## config.mk

```make
export PLATFORM = sky130hd
export DESIGN_NAME = fpga_robots_game_tmarb_flat
export DESIGN_NICKNAME = d
export VERILOG_FILES = /design/src/rtl/fpga_robots_game_tmarb_pkg.sv /design/src/rtl/fpga_robots_game_tmarb_if.sv /design/src/rtl/fpga_robots_game_tmarb_rdpipe.sv /design/src/rtl/fpga_robots_game_tmarb.sv /design/src/flat_wrapper.sv
export SDC_FILE = /design/constraint.sdc
export NUM_CORES = 1
export LEC_CHECK = 0
export CAP_MARGIN = 0
export CORE_ASPECT_RATIO = 0.75
export CORE_MARGIN = 1.5
export CORE_UTILIZATION = 40
export CTS_CLUSTER_SIZE = 40
export DETAILED_ROUTE_END_ITERATION = 7
export HOLD_SLACK_MARGIN = 0.03
export PLACE_DENSITY = 0.79
export SETUP_SLACK_MARGIN = 0.2
export SLEW_MARGIN = 20
export SYNTH_ARGS = -nofsm -noshare
export SYNTH_HDL_FRONTEND = slang
export SYNTH_SLANG_ARGS = --single-unit
```

## constraint.sdc

```tcl
create_clock -name clk -period 1.9 [get_ports clk]
set_input_delay 0.38 -clock clk [delete_from_list [all_inputs] [get_ports clk]]
set_output_delay 0.38 -clock clk [all_outputs]
set_load 0.03 [all_outputs]
```

## src/rtl/fpga_robots_game_tmarb_pkg.sv

```systemverilog
// fpga_robots_game_tmarb_pkg: shared widths, requester ids and helpers for the tile map arbiter
package fpga_robots_game_tmarb_pkg;

    localparam int TM_ADR_W = 13;
    localparam int TM_DAT_W = 8;

    typedef enum logic {
        REQ_A = 1'b0,
        REQ_B = 1'b1
    } req_id_t;

    function automatic req_id_t other(input req_id_t id);
        return id == REQ_A ? REQ_B : REQ_A;
    endfunction

endpackage

```

## src/rtl/fpga_robots_game_tmarb_if.sv

```systemverilog
// fpga_robots_game_tmarb_if: one requester's access port into the tile map arbiter
interface fpga_robots_game_tmarb_if #(
    parameter int ADR_W = 13,
    parameter int DAT_W = 8
);
    logic             req;
    logic [ADR_W-1:0] adr;
    logic [DAT_W-1:0] wrt;
    logic             wen;
    logic             gnt;
    logic [DAT_W-1:0] red;
    logic             rvld;

    modport master (output req, adr, wrt, wen, input gnt, red, rvld);
    modport slave  (input req, adr, wrt, wen, output gnt, red, rvld);
endinterface

```

## src/rtl/fpga_robots_game_tmarb_rdpipe.sv

```systemverilog
// fpga_robots_game_tmarb_rdpipe: read tag pipeline matching memory latency, routes returned data to its requester
module fpga_robots_game_tmarb_rdpipe
    import fpga_robots_game_tmarb_pkg::*;
#(
    parameter int DAT_W  = TM_DAT_W,
    parameter int RD_LAT = 1
) (
    input  logic             clk,
    input  logic             rst,
    input  logic             issue,
    input  req_id_t          id,
    input  logic [DAT_W-1:0] tm_red,
    output logic             a_rvld,
    output logic             b_rvld,
    output logic [DAT_W-1:0] a_red,
    output logic [DAT_W-1:0] b_red
);
    logic [RD_LAT-1:0] vld;
    logic [RD_LAT-1:0] idb;
    logic              ret_a;
    logic              ret_b;

    always_comb begin
        ret_a = vld[RD_LAT-1] && !idb[RD_LAT-1];
        ret_b = vld[RD_LAT-1] && idb[RD_LAT-1];
    end

    always_ff @(posedge clk) begin
        if (rst) begin
            vld    <= '0;
            idb    <= '0;
            a_rvld <= 1'b0;
            b_rvld <= 1'b0;
            a_red  <= '0;
            b_red  <= '0;
        end else begin
            vld    <= RD_LAT'({vld, issue});
            idb    <= RD_LAT'({idb, id == REQ_B});
            a_rvld <= ret_a;
            b_rvld <= ret_b;
            if (ret_a) a_red <= tm_red;
            if (ret_b) b_red <= tm_red;
        end
    end
endmodule

```

## src/rtl/fpga_robots_game_tmarb.sv

```systemverilog
// fpga_robots_game_tmarb: shares the video tile map port between game logic (A) and the debug agent (B)
module fpga_robots_game_tmarb
    import fpga_robots_game_tmarb_pkg::*;
#(
    parameter int ADR_W      = TM_ADR_W,
    parameter int DAT_W      = TM_DAT_W,
    parameter int RD_LAT     = 1,
    parameter int MAX_HOLD   = 8,
    parameter bit B_VBI_ONLY = 1'b0
) (
    input  logic                    clk,
    input  logic                    rst,
    input  logic                    vbi,
    fpga_robots_game_tmarb_if.slave a,
    fpga_robots_game_tmarb_if.slave b,
    output logic [ADR_W-1:0]        tm_adr,
    output logic [DAT_W-1:0]        tm_wrt,
    output logic                    tm_wen,
    input  logic [DAT_W-1:0]        tm_red,
    output logic                    busy_b
);
    localparam int HW = $clog2(MAX_HOLD + 1);

    req_id_t          lo;
    req_id_t          win;
    logic [HW-1:0]    hc;
    logic             eb;
    logic             any;
    logic             keep;
    logic             win_b;
    logic             a_rvld;
    logic             b_rvld;
    logic [DAT_W-1:0] a_red;
    logic [DAT_W-1:0] b_red;

    // a burst continues only while the last owner was granted in the cycle just gone
    always_comb begin
        eb    = b.req && (!B_VBI_ONLY || vbi);
        any   = a.req || eb;
        keep  = hc < HW'(MAX_HOLD) && (lo == REQ_B ? b.gnt : a.gnt);
        win   = (a.req && eb) ? (keep ? lo : other(lo)) : (eb ? REQ_B : REQ_A);
        win_b = win == REQ_B;
    end

    always_ff @(posedge clk) begin
        if (rst) begin
            a.gnt  <= 1'b0;
            b.gnt  <= 1'b0;
            tm_adr <= '0;
            tm_wrt <= '0;
            tm_wen <= 1'b0;
            lo     <= REQ_B;
            hc     <= '0;
        end else begin
            a.gnt  <= any && !win_b;
            b.gnt  <= any && win_b;
            tm_wen <= any && (win_b ? b.wen : a.wen);
            if (any) begin
                tm_adr <= win_b ? b.adr : a.adr;
                tm_wrt <= win_b ? b.wrt : a.wrt;
                lo     <= win;
                hc     <= win != lo ? HW'(1) : hc == HW'(MAX_HOLD) ? hc : hc + 1'b1;
            end
        end
    end

    assign busy_b = lo == REQ_B && hc != '0;

    fpga_robots_game_tmarb_rdpipe #(
        .DAT_W  (DAT_W),
        .RD_LAT (RD_LAT)
    ) u_rdpipe (
        .clk    (clk),
        .rst    (rst),
        .issue  ((a.gnt || b.gnt) && !tm_wen),
        .id     (b.gnt ? REQ_B : REQ_A),
        .tm_red (tm_red),
        .a_rvld (a_rvld),
        .b_rvld (b_rvld),
        .a_red  (a_red),
        .b_red  (b_red)
    );

    assign a.rvld = a_rvld;
    assign b.rvld = b_rvld;
    assign a.red  = a_red;
    assign b.red  = b_red;

    assert property (@(posedge clk) disable iff (rst) !(a.gnt && b.gnt));
endmodule

```

## src/flat_wrapper.sv

```systemverilog
// flat-port wrapper written by rule: the top's interface ports become plain ports
module fpga_robots_game_tmarb_flat import fpga_robots_game_tmarb_pkg::*;
#(
    parameter int ADR_W      = TM_ADR_W,
    parameter int DAT_W      = TM_DAT_W,
    parameter int RD_LAT     = 1,
    parameter int MAX_HOLD   = 8,
    parameter bit B_VBI_ONLY = 1'b0
)
  (clk, rst, vbi, tm_adr, tm_wrt, tm_wen, tm_red, busy_b, a_req, a_adr, a_wrt, a_wen, a_gnt, a_red, a_rvld, b_req, b_adr, b_wrt, b_wen, b_gnt, b_red, b_rvld);
  fpga_robots_game_tmarb_if #(.ADR_W(ADR_W), .DAT_W(DAT_W)) a_i ();
  fpga_robots_game_tmarb_if #(.ADR_W(ADR_W), .DAT_W(DAT_W)) b_i ();
  input  logic clk;
  input  logic rst;
  input  logic vbi;
  output logic [ADR_W-1:0] tm_adr;
  output logic [DAT_W-1:0] tm_wrt;
  output logic tm_wen;
  input  logic [DAT_W-1:0] tm_red;
  output logic busy_b;
  input wire logic [$bits(a_i.req)-1:0] a_req;
  input wire logic [$bits(a_i.adr)-1:0] a_adr;
  input wire logic [$bits(a_i.wrt)-1:0] a_wrt;
  input wire logic [$bits(a_i.wen)-1:0] a_wen;
  output wire logic [$bits(a_i.gnt)-1:0] a_gnt;
  output wire logic [$bits(a_i.red)-1:0] a_red;
  output wire logic [$bits(a_i.rvld)-1:0] a_rvld;
  input wire logic [$bits(b_i.req)-1:0] b_req;
  input wire logic [$bits(b_i.adr)-1:0] b_adr;
  input wire logic [$bits(b_i.wrt)-1:0] b_wrt;
  input wire logic [$bits(b_i.wen)-1:0] b_wen;
  output wire logic [$bits(b_i.gnt)-1:0] b_gnt;
  output wire logic [$bits(b_i.red)-1:0] b_red;
  output wire logic [$bits(b_i.rvld)-1:0] b_rvld;
  assign a_i.req = a_req;
  assign a_i.adr = a_adr;
  assign a_i.wrt = a_wrt;
  assign a_i.wen = a_wen;
  assign a_gnt = a_i.gnt;
  assign a_red = a_i.red;
  assign a_rvld = a_i.rvld;
  assign b_i.req = b_req;
  assign b_i.adr = b_adr;
  assign b_i.wrt = b_wrt;
  assign b_i.wen = b_wen;
  assign b_gnt = b_i.gnt;
  assign b_red = b_i.red;
  assign b_rvld = b_i.rvld;
  fpga_robots_game_tmarb #(.ADR_W(ADR_W), .DAT_W(DAT_W), .RD_LAT(RD_LAT), .MAX_HOLD(MAX_HOLD), .B_VBI_ONLY(B_VBI_ONLY)) u_core (.clk(clk), .rst(rst), .vbi(vbi), .a(a_i), .b(b_i), .tm_adr(tm_adr), .tm_wrt(tm_wrt), .tm_wen(tm_wen), .tm_red(tm_red), .busy_b(busy_b));
endmodule
```

After elaboration in Yosys (flattened, before gate mapping). Index checks and enable logic that the tools add are counted.

$add $sub $neg: 1. Magnitude comparators: 1. Equality and inequality tests: 3. Mux-type cells: 11. Reductions and logical operators: 16.

Operator list (number): two-way mux 13 bit (1); logical AND 1 bit (9); two-way mux 4 bit (2); two-way mux 8 bit (1); two-way mux 1 bit (7); adder 4 x 1 -> 4 bit (second input constant) (1); equality test 4 bit (second input constant) (1); < comparator 4 bit (second input constant) (1); nonzero test 4 bit (1); zero test 1 bit (3); logical OR 1 bit (2); != test 2 x 1 -> 1 bit (second input constant) (1); AND reduction 2 bit (1); != test 1 bit (1).

Flip-flop bits (word level): 49. Bits of input ports: 57. Output and inout port bits: 43. Logic and storage cells: 45.

Longest topological paths before layout.
Depth in word-level cells: 7. Depth in mapped cells: 7. Gate-level depth less buffers: 6.

By module. From an unflattened synthesis, not the netlist that was laid out.

Cells, all modules: 221. Area, all modules: 2119.5 sq um.

By module, submodules not included: fpga_robots_game_tmarb (instances 1, cells an instance 148, area each 1328.8 sq um, sequential area each 580.6 sq um); fpga_robots_game_tmarb_rdpipe (instances 1, cells an instance 73, area each 790.8 sq um, sequential area each 400.4 sq um).

Least setup slack after synthesis. Ideal clock, no wire load.

Path kind: register -> register. Start point: register u_core.a.gnt. End point: register u_core.tm_wrt[3]. Setup time: 0.119 ns. Data arrival time: 1.391 ns. Data required time: 1.781 ns. Setup slack: 0.390 ns. Stages on the path, launching flop included: 7. Path buffers: 1. Clock period less this slack: 1.510 ns. Path through: dfxtp_1 nor3b_2 a21oi_4 nand2_4 nand2_4 buf_6 o221a_1.

Longest elaborated chain between the ends: 5.

RTL lines: start, declared (line fpga_robots_game_tmarb_if.sv:15) `modport slave (input req, adr, wrt, wen, output gnt, red, rvld);`; two-way mux 1 bit (line fpga_robots_game_tmarb.sv:40) `keep = hc < HW'(MAX_HOLD) && (lo == REQ_B ? b.gnt : a.gnt);`; logical AND 1 bit (line fpga_robots_game_tmarb.sv:40); two-way mux 1 bit (2 in a row) (line fpga_robots_game_tmarb.sv:41) `win = (a.req && eb) ? (keep ? lo : other(lo)) : (eb ? REQ_B : REQ_A);`; two-way mux 8 bit (line fpga_robots_game_tmarb.sv:60) `tm_wrt <= win_b ? b.wrt : a.wrt;`; end signal, assigned (line fpga_robots_game_tmarb.sv:60); end, declared (line fpga_robots_game_tmarb.sv:17) `output logic [DAT_W-1:0] tm_wrt,`.

No other way between the ends. A chain may end at the register's enable or synchronous reset.

Worst setup path in the final report.
Start point: register u_core.hc[0]. End point: output port busy_b.

Longest elaborated chain between the ends: 2.

RTL lines: start, declared (line fpga_robots_game_tmarb.sv:26) `logic [HW-1:0] hc;`; start signal, assigned (line fpga_robots_game_tmarb.sv:62) `hc <= win != lo ? HW'(1) : hc == HW'(MAX_HOLD) ? hc : hc + 1'b1;`; nonzero test 4 bit (line fpga_robots_game_tmarb.sv:67) `assign busy_b = lo == REQ_B && hc != '0;`; logical AND 1 bit (line fpga_robots_game_tmarb.sv:67); end, declared (line flat_wrapper.sv:20) `output logic busy_b;`.

No other way between the ends.

==> flow_metrics.tcl <==
set metrics [dict create \
    outcome "finished clean" \
    final_util 0.669 \
    antenna_found_initial 0 \
    clkSinkCount 49 \
    via_count 1972 \
    grt_pass1_vias 1895 \
    fin_nets 386 \
    synth-adder-area-share 0.0121 \
    die-area_um2 5630 \
    fill_cells 404 \
    drive_gt1_frac 0.104 \
    cap_violations 0 \
    ys_seq_area_frac 0.473 \
    numCtsBuffers 5 \
    max_freq_ghz 0.589 \
    grt_max_degree 26 \
    synth_top_family_by_area "compound AO/OA/AOI/OAI gates" \
    synth_mux_area_frac 0.0241 \
    viasPerCell 5.08 \
    routabilityCongestion 0.754 \
    endpoint_kind "output pin" \
    wirelength_mm 5.15 \
    ios 100 \
    setup_viol 0 \
    antennaDiodeCount 0 \
    rsz0062_at_grt "true" \
    start_kind "register" \
    ys_seq_elements 49 \
    synth-xor-area-share 0 \
    finalClockSkew_ns 0.00566 \
    grt_pass1_wl_mm 8.48 \
    grt_usage 0.191 \
    cts_tree "built" \
    die_w_um 86.1 \
    tightest_slew_ns 0.510 \
    power_leakage_nw 1.71 \
    synth-compound-area-share 0.225 \
    crit_required_ns 1.52 \
    netlist-cell-type-count 36 \
    initialDrtViolationCount 64 \
    wl_per_cell_um 13.3 \
    htreeDepth 2 \
    fin_crit_ns 1.70 \
    drcViolationCount 0 \
    area_delta_synth_final_pct 58.9 \
    yosys.area_share.simple 0.212 \
    powerDensity_nw_per_um2 692 \
    synth_area_per_cell_um2 9.05 \
    crit_chain "inv_2, ha_4, inv_1, o31a_1, buf_12" \
    crit_type "register to output pin" \
    crit_fanout 3 \
    min_period_over_period 0.893 \
    fin_tns_setup_ns 0 \
    cts_root_buf "clkbuf_8" \
    syn-instance-count 229 \
    dp_slack_ns 0.0506 \
    die_h_um 65.4 \
    slowest_stage "dfxtp_2" \
    finalMaxSlewViolations 0 \
    clk_pin_slew_ns 0.09 \
    hold_violations 0 \
    synth_nets 288 \
    cts_buffer_depth 2 \
    crit_arrival_ns 1.32 \
    place_hpwl_mm 3.81 \
    rows 22 \
    drtAntennaViolNets 0 \
    min_path_type "register to register" \
    start_util 0.421 \
    ys_warn_count 0 \
    first_pass_iters 4 \
    relSlewSlack 0.659 \
    synth_area_um2 2070 \
    ir_worst_vdd_uv 458 \
    port_buffers 98 \
    core_um2 4930 \
    slowest_delay_ns 0.33 \
    overflow 0 \
    clock_latency_ns 0.29 \
    setup_slack_ns 0.203 \
]
[power breakdown]
| group | internal (mW) | leakage, nW | switching [mW] |
|---|---|---|---|
| clock | 0.261 | 0.0385 | 0.329 |
| sequential | 1.09 | 0.404 | 0.0383 |
| combinational | 0.281 | 1.27 | 0.283 |
[layout by cell type, fill, tap and decap left out, types with 2 or more instances in the layout]
cell and n:
clkdlybuf4s50_1 56, dfxtp_1 47, nor2_1 39, dlymetal6s2s_1 30
nand2_1 29, a21oi_1 27, o221a_1 19, dlygate4sd2_1 10
nand3_1 9, buf_4 7, mux2i_1 5, clkbuf_8 5
inv_2 3, nand3b_1 3, o21ai_0 3, buf_12 3
inv_1 2, nor2b_1 2, nand2_4 2, nor3_1 2
o221a_2 2, clkbuf_1 2, dfxtp_2 2
[logic make-up after synthesis]
family	after synthesis
AOI/OAI and AO/OA	58
and+or+nand+nor	94
DFF	49
muxes	5
buffers and inverters	21
adders and majority gates	2
[worst max-delay path, delay by kind of cell (launching register included)]
family	cells	cell delay, ns
flip-flops	1	0.33
adder cells (fa/ha/maj)	1	0.14
buffers and inverters	3	0.26
AO/OA/AOI/OAI	1	0.30
[registers in the layout, summed over array words and instances, names as in the netlist]
name / cells
u_core.tm_adr: 13
u_core.tm_wrt: 8
u_core.u_rdpipe.a_red: 8
u_core.u_rdpipe.b_red: 8
u_core.hc: 4
u_core.a.gnt: 1
u_core.b.gnt: 1
u_core.lo: 1
u_core.tm_wen: 1
u_core.u_rdpipe.a_rvld: 1
u_core.u_rdpipe.b_rvld: 1
u_core.u_rdpipe.idb: 1
u_core.u_rdpipe.vld: 1
[cell usage after synthesis, drive strengths merged]
cell type | n | area share
a211oi | 1 | 0.0060
a21oi | 28 | 0.073
a31o | 1 | 0.0042
a31oi | 1 | 0.0030
a32o | 1 | 0.0048
and2 | 1 | 0.0030
and4 | 1 | 0.0054
buf | 10 | 0.034
clkbuf | 6 | 0.011
dfxtp | 49 | 0.47
ha | 2 | 0.012
inv | 5 | 0.0090
mux2i | 5 | 0.024
nand2 | 31 | 0.063
nand2b | 2 | 0.0097
nand3 | 9 | 0.022
nand3b | 3 | 0.011
nand4 | 1 | 0.0030
nand4b | 1 | 0.0042
nor2 | 39 | 0.071
nor2b | 2 | 0.0060
nor3 | 2 | 0.0048
nor3b | 1 | 0.0060
o21ai | 4 | 0.015
o221a | 21 | 0.11
o31a | 1 | 0.0042
or2 | 1 | 0.0030
[repair_timing]
action / in CTS / in global routing
gates cloned: 0 / 0
endpoints found under the hold margin: 0 / 0
pin swaps: 0 / 1
setup buffers: 1 / 1
hold buffers: 0 / 0
endpoints found under the setup margin: 11 / 31
resized for setup: 14 / 32
[layer usage]
metal | vias to the layer above | track usage | wire, um
met4 | 0 | 0.0242 | 10
met3 | 2 | 0.0842 | 448
met5 | - | 0 | 0
li1 | 998 | - | -
met2 | 64 | 0.335 | 2440
met1 | 908 | 0.221 | 2250
[through the flow]
| step | hold slack [ns] | cells | power (mW) | area, um2 |
|---|---|---|---|---|
| 6_report | 0.421 | 388 | 2.28 | 3290 |
| 5_1_grt | 0.441 | 388 | 2.40 | 3290 |
| 4_1_cts | 0.427 | 387 | 2.30 | 3200 |
| 3_5_place_dp | 0.421 | 378 | 1.73 | 3120 |
| 3_3_place_gp | 0.407 | 378 | 1.72 | 3120 |
| 2_1_floorplan | 0.462 | 229 | 1.44 | 2070 |
[path summary, 6_finish.rpt]
kind / start / to / slack [ns] / cells past startpoint
worst max-delay path: u_core.hc[0] / busy_b / 0.20 / 5
worst min-delay path: u_core.tm_wen / u_core.u_rdpipe.vld / 0.42 / 1
worst min register to register: u_core.tm_wen / u_core.u_rdpipe.vld / 0.42 / 1
worst max register to register: u_core.hc[3] / u_core.tm_adr[1] / 0.40 / 5
[cell type report]
class	instances	area, um2	share of cell area
Sequential cell	49	983	0.299
Multi-Input combinational cell	159	992	0.301
Inverter	5	18.8	0.00570
Clock buffer	7	76.3	0.0232
Timing Repair Buffer	107	1140	0.346
Clock inverter	1	7.51	0.00228
Tap cell	60	75.1	0.0228
(Power assumes the default switching activity.)
==> variant 1 (same settings) <==
`B_VBI_ONLY` is set to 1'b0 in 2 places; all go to 1'b1.
--- a/src/rtl/fpga_robots_game_tmarb.sv
+++ b/src/rtl/fpga_robots_game_tmarb.sv
@@ -6,7 +6,7 @@
     parameter int DAT_W      = TM_DAT_W,
     parameter int RD_LAT     = 1,
     parameter int MAX_HOLD   = 8,
-    parameter bit B_VBI_ONLY = 1'b0
+    parameter bit B_VBI_ONLY = 1'b1
 ) (
     input  logic                    clk,
     input  logic                    rst,
--- a/src/flat_wrapper.sv
+++ b/src/flat_wrapper.sv
@@ -5,7 +5,7 @@
     parameter int DAT_W      = TM_DAT_W,
     parameter int RD_LAT     = 1,
     parameter int MAX_HOLD   = 8,
-    parameter bit B_VBI_ONLY = 1'b0
+    parameter bit B_VBI_ONLY = 1'b1
 )
   (clk, rst, vbi, tm_adr, tm_wrt, tm_wen, tm_red, busy_b, a_req, a_adr, a_wrt, a_wen, a_gnt, a_red, a_rvld, b_req, b_adr, b_wrt, b_wen, b_gnt, b_red, b_rvld);
   fpga_robots_game_tmarb_if #(.ADR_W(ADR_W), .DAT_W(DAT_W)) a_i ();
Formal check against the unedited RTL: not equivalent (a bounded check fails within 4 cycles, from zero or initial values and one cycle with rst high).
==> variant 1 against the original RTL <==
Sequential cell count stayed put. Cell area rose by 0.38%. Sequential share of layout area down 0.11 points. Core utilization grew 0.25 points. Synthesized area down 0.97%. Register-to-register slack worse by 0.06 ns. Total power down 1.5%. Die area down 0.93%. Wire length increased by 4.9%. Setup slack better by 0.0010 ns. Largest cell class unchanged. Largest power group unchanged. Highest routed layer unchanged.
==> variant 1: results (changes against the original RTL) <==
Place
  • HPWL Detailed: 4090 um (was 3810 um)
  • Port buffer count: 99 (was 98)
  • Final GP Congestion: 0.779 (was 0.754)

Synth
  • YS warnings: 0 (unchanged)
  • Mux cell area share after synthesis: 10.2% (was 2.41%)
  • Post-synthesis compound-gate area fraction: 21.0% (was 22.5%)
  • Post-Synthesis Cells: 228 (was 229)
  • Syn nets: 287 (was 288)
  • Predominant post-synthesis flop cell: dfxtp_1 (unchanged)
  • Netlist cell types: 36 (unchanged)
  • Largest cells by area after synthesis: dfxtp_1 48%, mux2i_1 10%, a21oi_1 10% (was dfxtp_1 47%, o221a_1 10%, nor2_1 7.1%)
  • Synth Area in Adders: 1.22% (was 1.21%)
  • XOR/XNOR Fraction of Synth Area: 0% (unchanged)
  • Async SR Flop Fraction: 0% (unchanged)
  • Post-synth top cells: 49 x dfxtp_1, 41 x a21oi_1, 32 x nand2_1 (was 49 x dfxtp_1, 39 x nor2_1, 29 x nand2_1)
  • Register area share after synthesis: 47.8% (was 47.3%)

Drt
  • Vias/cell: 5.07 (was 5.08)
  • DRT Pass-1 Iters: 4 (unchanged)
  • Wirelength per Cell: 13.7 um (was 13.3 um)
  • DRT iter0 DRCs: 88 (was 64)
  • Drt total wl: 5400 um (was 5150 um)

Global route
  • First-pass GRT wire length: 9320 um (was 8480 um)
  • Initial antenna violation count: 0 (unchanged)
  • GRT Total Usage: 21.1% (was 19.1%)
  • Vias in the first global route: 2013 (was 1895)
  • Largest net degree at the start of global routing: 38 (was 26)

STA
  • Worst-Margin Slew: 0.583 ns (was 0.510 ns)
  • Worst Clk Skew: 0.00593 ns (was 0.00566 ns)

CTS
  • Worst skew pair latency: 0.29 ns (about the same)
  • Clock Path Buffers: 2 (unchanged)
  • Total clock buffers created by CTS: 5 (unchanged)
  • Root Driver: clkbuf_8 (unchanged)
  • Postcts setup bufs: 0 (was 1)
  • H-Tree Depth: 2 (unchanged)
  • Reg clk slew, reported paths: 0.09 ns (about the same)

Status
  • Status: finished clean (unchanged)

Worst setup path
  • Worst reg2reg setup slack: 0.34 ns (was 0.40 ns)
  • Worst path top cell family by delay: flip-flops (unchanged)
  • Crit path DAT: 1.32 ns (about the same)
  • Crit-path max FO: 3 (unchanged)
  • Slowest-stage cell, CP: dfxtp_2 (unchanged)
  • Largest stage delay, worst path: 0.34 ns

Power and ir drop
  • Max IR drop VDD: 0.000359 V (was 0.000458 V)
  • Leakage Power: 1.71 nW (about the same)

Final layout
  • Final net count: 391 (was 386)
  • Max FFs per register: 13 (unchanged)
  • Ant. Diodes: 0 (unchanged)
  • Share of cells above drive strength 1: 10.5% (was 10.4%)
  • Most flop-heavy register: u_core.tm_adr (unchanged)

Worst hold path
  • Worst hold-check path type: reg -> reg (unchanged)
[variant 1: cell type report]
cell class	instances	area (um2)
clock buffer	5	68.8
clock inverter	3	17.5
fill	409	1620
inverter	6	22.5
multi-input combinational	157	983
sequential	49	983
tap	60	75.1
timing repair buffer	113	1160
[variant 1: through the flow]
stage                     worst slack, ns  hold slack [ns]  power (W)  TNS, ns  area (um2)
after floorplan                     0.292            0.485    0.00141        0        2050
after global placement            -0.0231            0.414    0.00168  -0.0231        3170
after detailed placement          -0.0834            0.422    0.00169   -0.121        3170
after CTS                           0.144            0.438    0.00226        0        3230
after global routing                0.119            0.472    0.00236        0        3310
final                               0.204            0.441    0.00225        0        3310
[variant 1: timing repair]
action                                  in CTS  in global routing
endpoints found under the setup margin      24                 21
gates resized for setup                     28                 31
pin swaps                                    0                  2
cloned                                       0                  0
[variant 1: power by group]
group	internal, W	switching (W)	leakage (nW)
registers	0.00108	0.0000311	0.403
clock network	0.000255	0.000343	0.0439
logic	0.000260	0.000274	1.26
total	0.00160	0.000648	1.71
[variant 1: worst paths after layout]
check | startpoint | endpoint | depth (start not counted)
min reg2reg | u_core.tm_wen | u_core.u_rdpipe.vld | 1
min | u_core.tm_wen | u_core.u_rdpipe.vld | 1
max reg2reg | u_core.hc[3] | u_core.hc[2] | 5
max | u_core.hc[0] | busy_b | 5
[variant 1: kinds of logic after synthesis]
kind of cell | count (synthesis)
buf+inv | 22
simple gates | 61
flops | 49
fa+ha+maj | 2
compound gates | 73
mux | 21
[variant 1: per-layer routing]
metal  part of all wire, %  global-route usage, %  vias up
met5                     0                      0        -
met3                   6.7                   6.50        6
met1                    46                   26.2      913
met4                   1.4                   6.85        0
li1                      -                      -     1015
met2                    46                   34.8       58
==> variant 2 (same flow settings) <==
Made on the original files. Make the reset (`rst`) asynchronous in 2 clocked blocks.
--- a/src/rtl/fpga_robots_game_tmarb_rdpipe.sv
+++ b/src/rtl/fpga_robots_game_tmarb_rdpipe.sv
@@ -25,7 +25,7 @@
         ret_b = vld[RD_LAT-1] && idb[RD_LAT-1];
     end
 
-    always_ff @(posedge clk) begin
+    always_ff @(posedge clk or posedge rst) begin
         if (rst) begin
             vld    <= '0;
             idb    <= '0;
--- a/src/rtl/fpga_robots_game_tmarb.sv
+++ b/src/rtl/fpga_robots_game_tmarb.sv
@@ -42,7 +42,7 @@
         win_b = win == REQ_B;
     end
 
-    always_ff @(posedge clk) begin
+    always_ff @(posedge clk or posedge rst) begin
         if (rst) begin
             a.gnt  <= 1'b0;
             b.gnt  <= 1'b0;
Behaviour: differs if rst is asserted again (counterexample within 4 cycles, from zero or initial values and one cycle with rst high); with rst held inactive, the same outputs for 10 cycles.
==> variant 2 against the original RTL <==
Synthesized area down 0.12%. Wire length down 0.16%. Cell area up 2.8%. Synthesized cell count down 31%. Largest cell class is now flip-flops and latches. Sequential cell count unchanged. Setup slack worse by 0.038 ns.
Power is not compared: it rests on default switching activity, and its combinational part moved more than twofold at a synthesized area within 25%.
==> variant 2: results (changes against the original RTL) <==
Status
  • Status: finished clean (unchanged)

Final layout
  • Area of the multi-input gates: 787 um2 (was 992 um2)
  • Repair and plain buffers: 116 (was 107)
  • Share of cells above drive strength 1: 19.7% (was 10.4%)
  • Register Area: 1230 um2 (was 983 um2)
  • Final non-clock buffer share: 34.8% (was 34.6%)
  • Sequential cell count: 49 (unchanged)
  • Fill count: 405 (was 404)
  • Clock buffer cells: 6 (was 7)

Floorplanning
  • Die width: 86.1 um (about the same)

Drt
  • DRT iter0 DRCs: 87 (was 64)
  • Wirelength per Cell: 15.4 um (was 13.3 um)
  • Vias/cell: 5.18 (was 5.08)

Synth
  • Netlist cell types: 30 (was 36)
  • Async SR Flop Fraction: 100% (was 0%)
  • Largest cells by area after synthesis: dfrtp_1 58%, a221o_1 10%, mux2_2 9.8% (was dfxtp_1 47%, o221a_1 10%, nor2_1 7.1%)
  • Post-synth top cells: 48 x dfrtp_1, 21 x a221o_1, 21 x and2_1 (was 49 x dfxtp_1, 39 x nor2_1, 29 x nand2_1)

Global route
  • GRT Total Usage: 19.0% (was 19.1%)
  • First-pass GRT wire length: 8190 um (was 8480 um)

CTS
  • Post-CTS Resized: 35 (was 14)

Worst setup path
  • Crit-path max FO: 2 (was 3)
  • Crit path DAT: 1.36 ns (was 1.32 ns)

Place
  • Final GP Congestion: 0.875 (was 0.754)
  • HPWL Detailed: 3640 um (was 3810 um)

STA
  • Slew Limit Headroom: 69.9% (was 65.9%)
-- variant 2: changes by cell type in the layout (fill, tap and decap cells not counted), sizes merged, moves of 7 or more --
cell / delta
a221o: +21
dlymetal6s2s: -18
a21oi: -27
mux2: +18
o221a: -21
nand2: -30
nand3: -7
dfrtp: +48
dfxtp: -49
and2: +20
dlygate4sd2: +20
nor2: -36
-- variant 2: cell families after synthesis --
| logic type | synth area share [%] |
|---|---|
| flops | 59.3 |
| compound gates | 14.7 |
| buf+inv | 3.93 |
| mux | 9.79 |
| simple gates | 11.1 |
| fa+ha+maj | 1.21 |
-- variant 2: per-stage QoR --
stage	total power [W]	setup slack (ns)	std cells
floorplan	0.00213	0.307	157
global placement	0.00273	0.0436	319
detailed placement	0.00276	0.0242	319
CTS	0.00324	0.110	328
global route	0.00347	0.120	334
finish	0.00329	0.165	334
-- variant 2: path summary, 6_finish.rpt --
kind / depth (start not counted) / from / endpoint / slack [ns]
max: 5 / u_core.hc[1] / busy_b / 0.16
min: 1 / u_core.tm_wen / u_core.u_rdpipe.vld / 0.44
max reg2reg: 6 / u_core.lo / u_core.tm_wrt[5] / 0.20
min reg2reg: 1 / u_core.tm_wen / u_core.u_rdpipe.vld / 0.44
max in group asynchronous: 3 / rst / u_core.tm_wrt[7] / 1.16
min in group asynchronous: 3 / rst / u_core.tm_wen / 0.45
-- variant 2: power by group --
group | internal (W) | leakage (nW) | switching (W)
clock | 0.000255 | 0.0450 | 0.000318
sequential | 0.00126 | 0.590 | 0.000121
combinational | 0.000630 | 1.02 | 0.000709
total | 0.00214 | 1.65 | 0.00115
-- variant 2: metal layers --
layer  vias to the layer above  track usage, %  wire length [um]
met5                         -               0                 0
met4                         0            6.65                55
met3                         7            7.04               603
met2                        99            29.4              2240
met1                       820            24.6              2250
li1                        803               -                 -
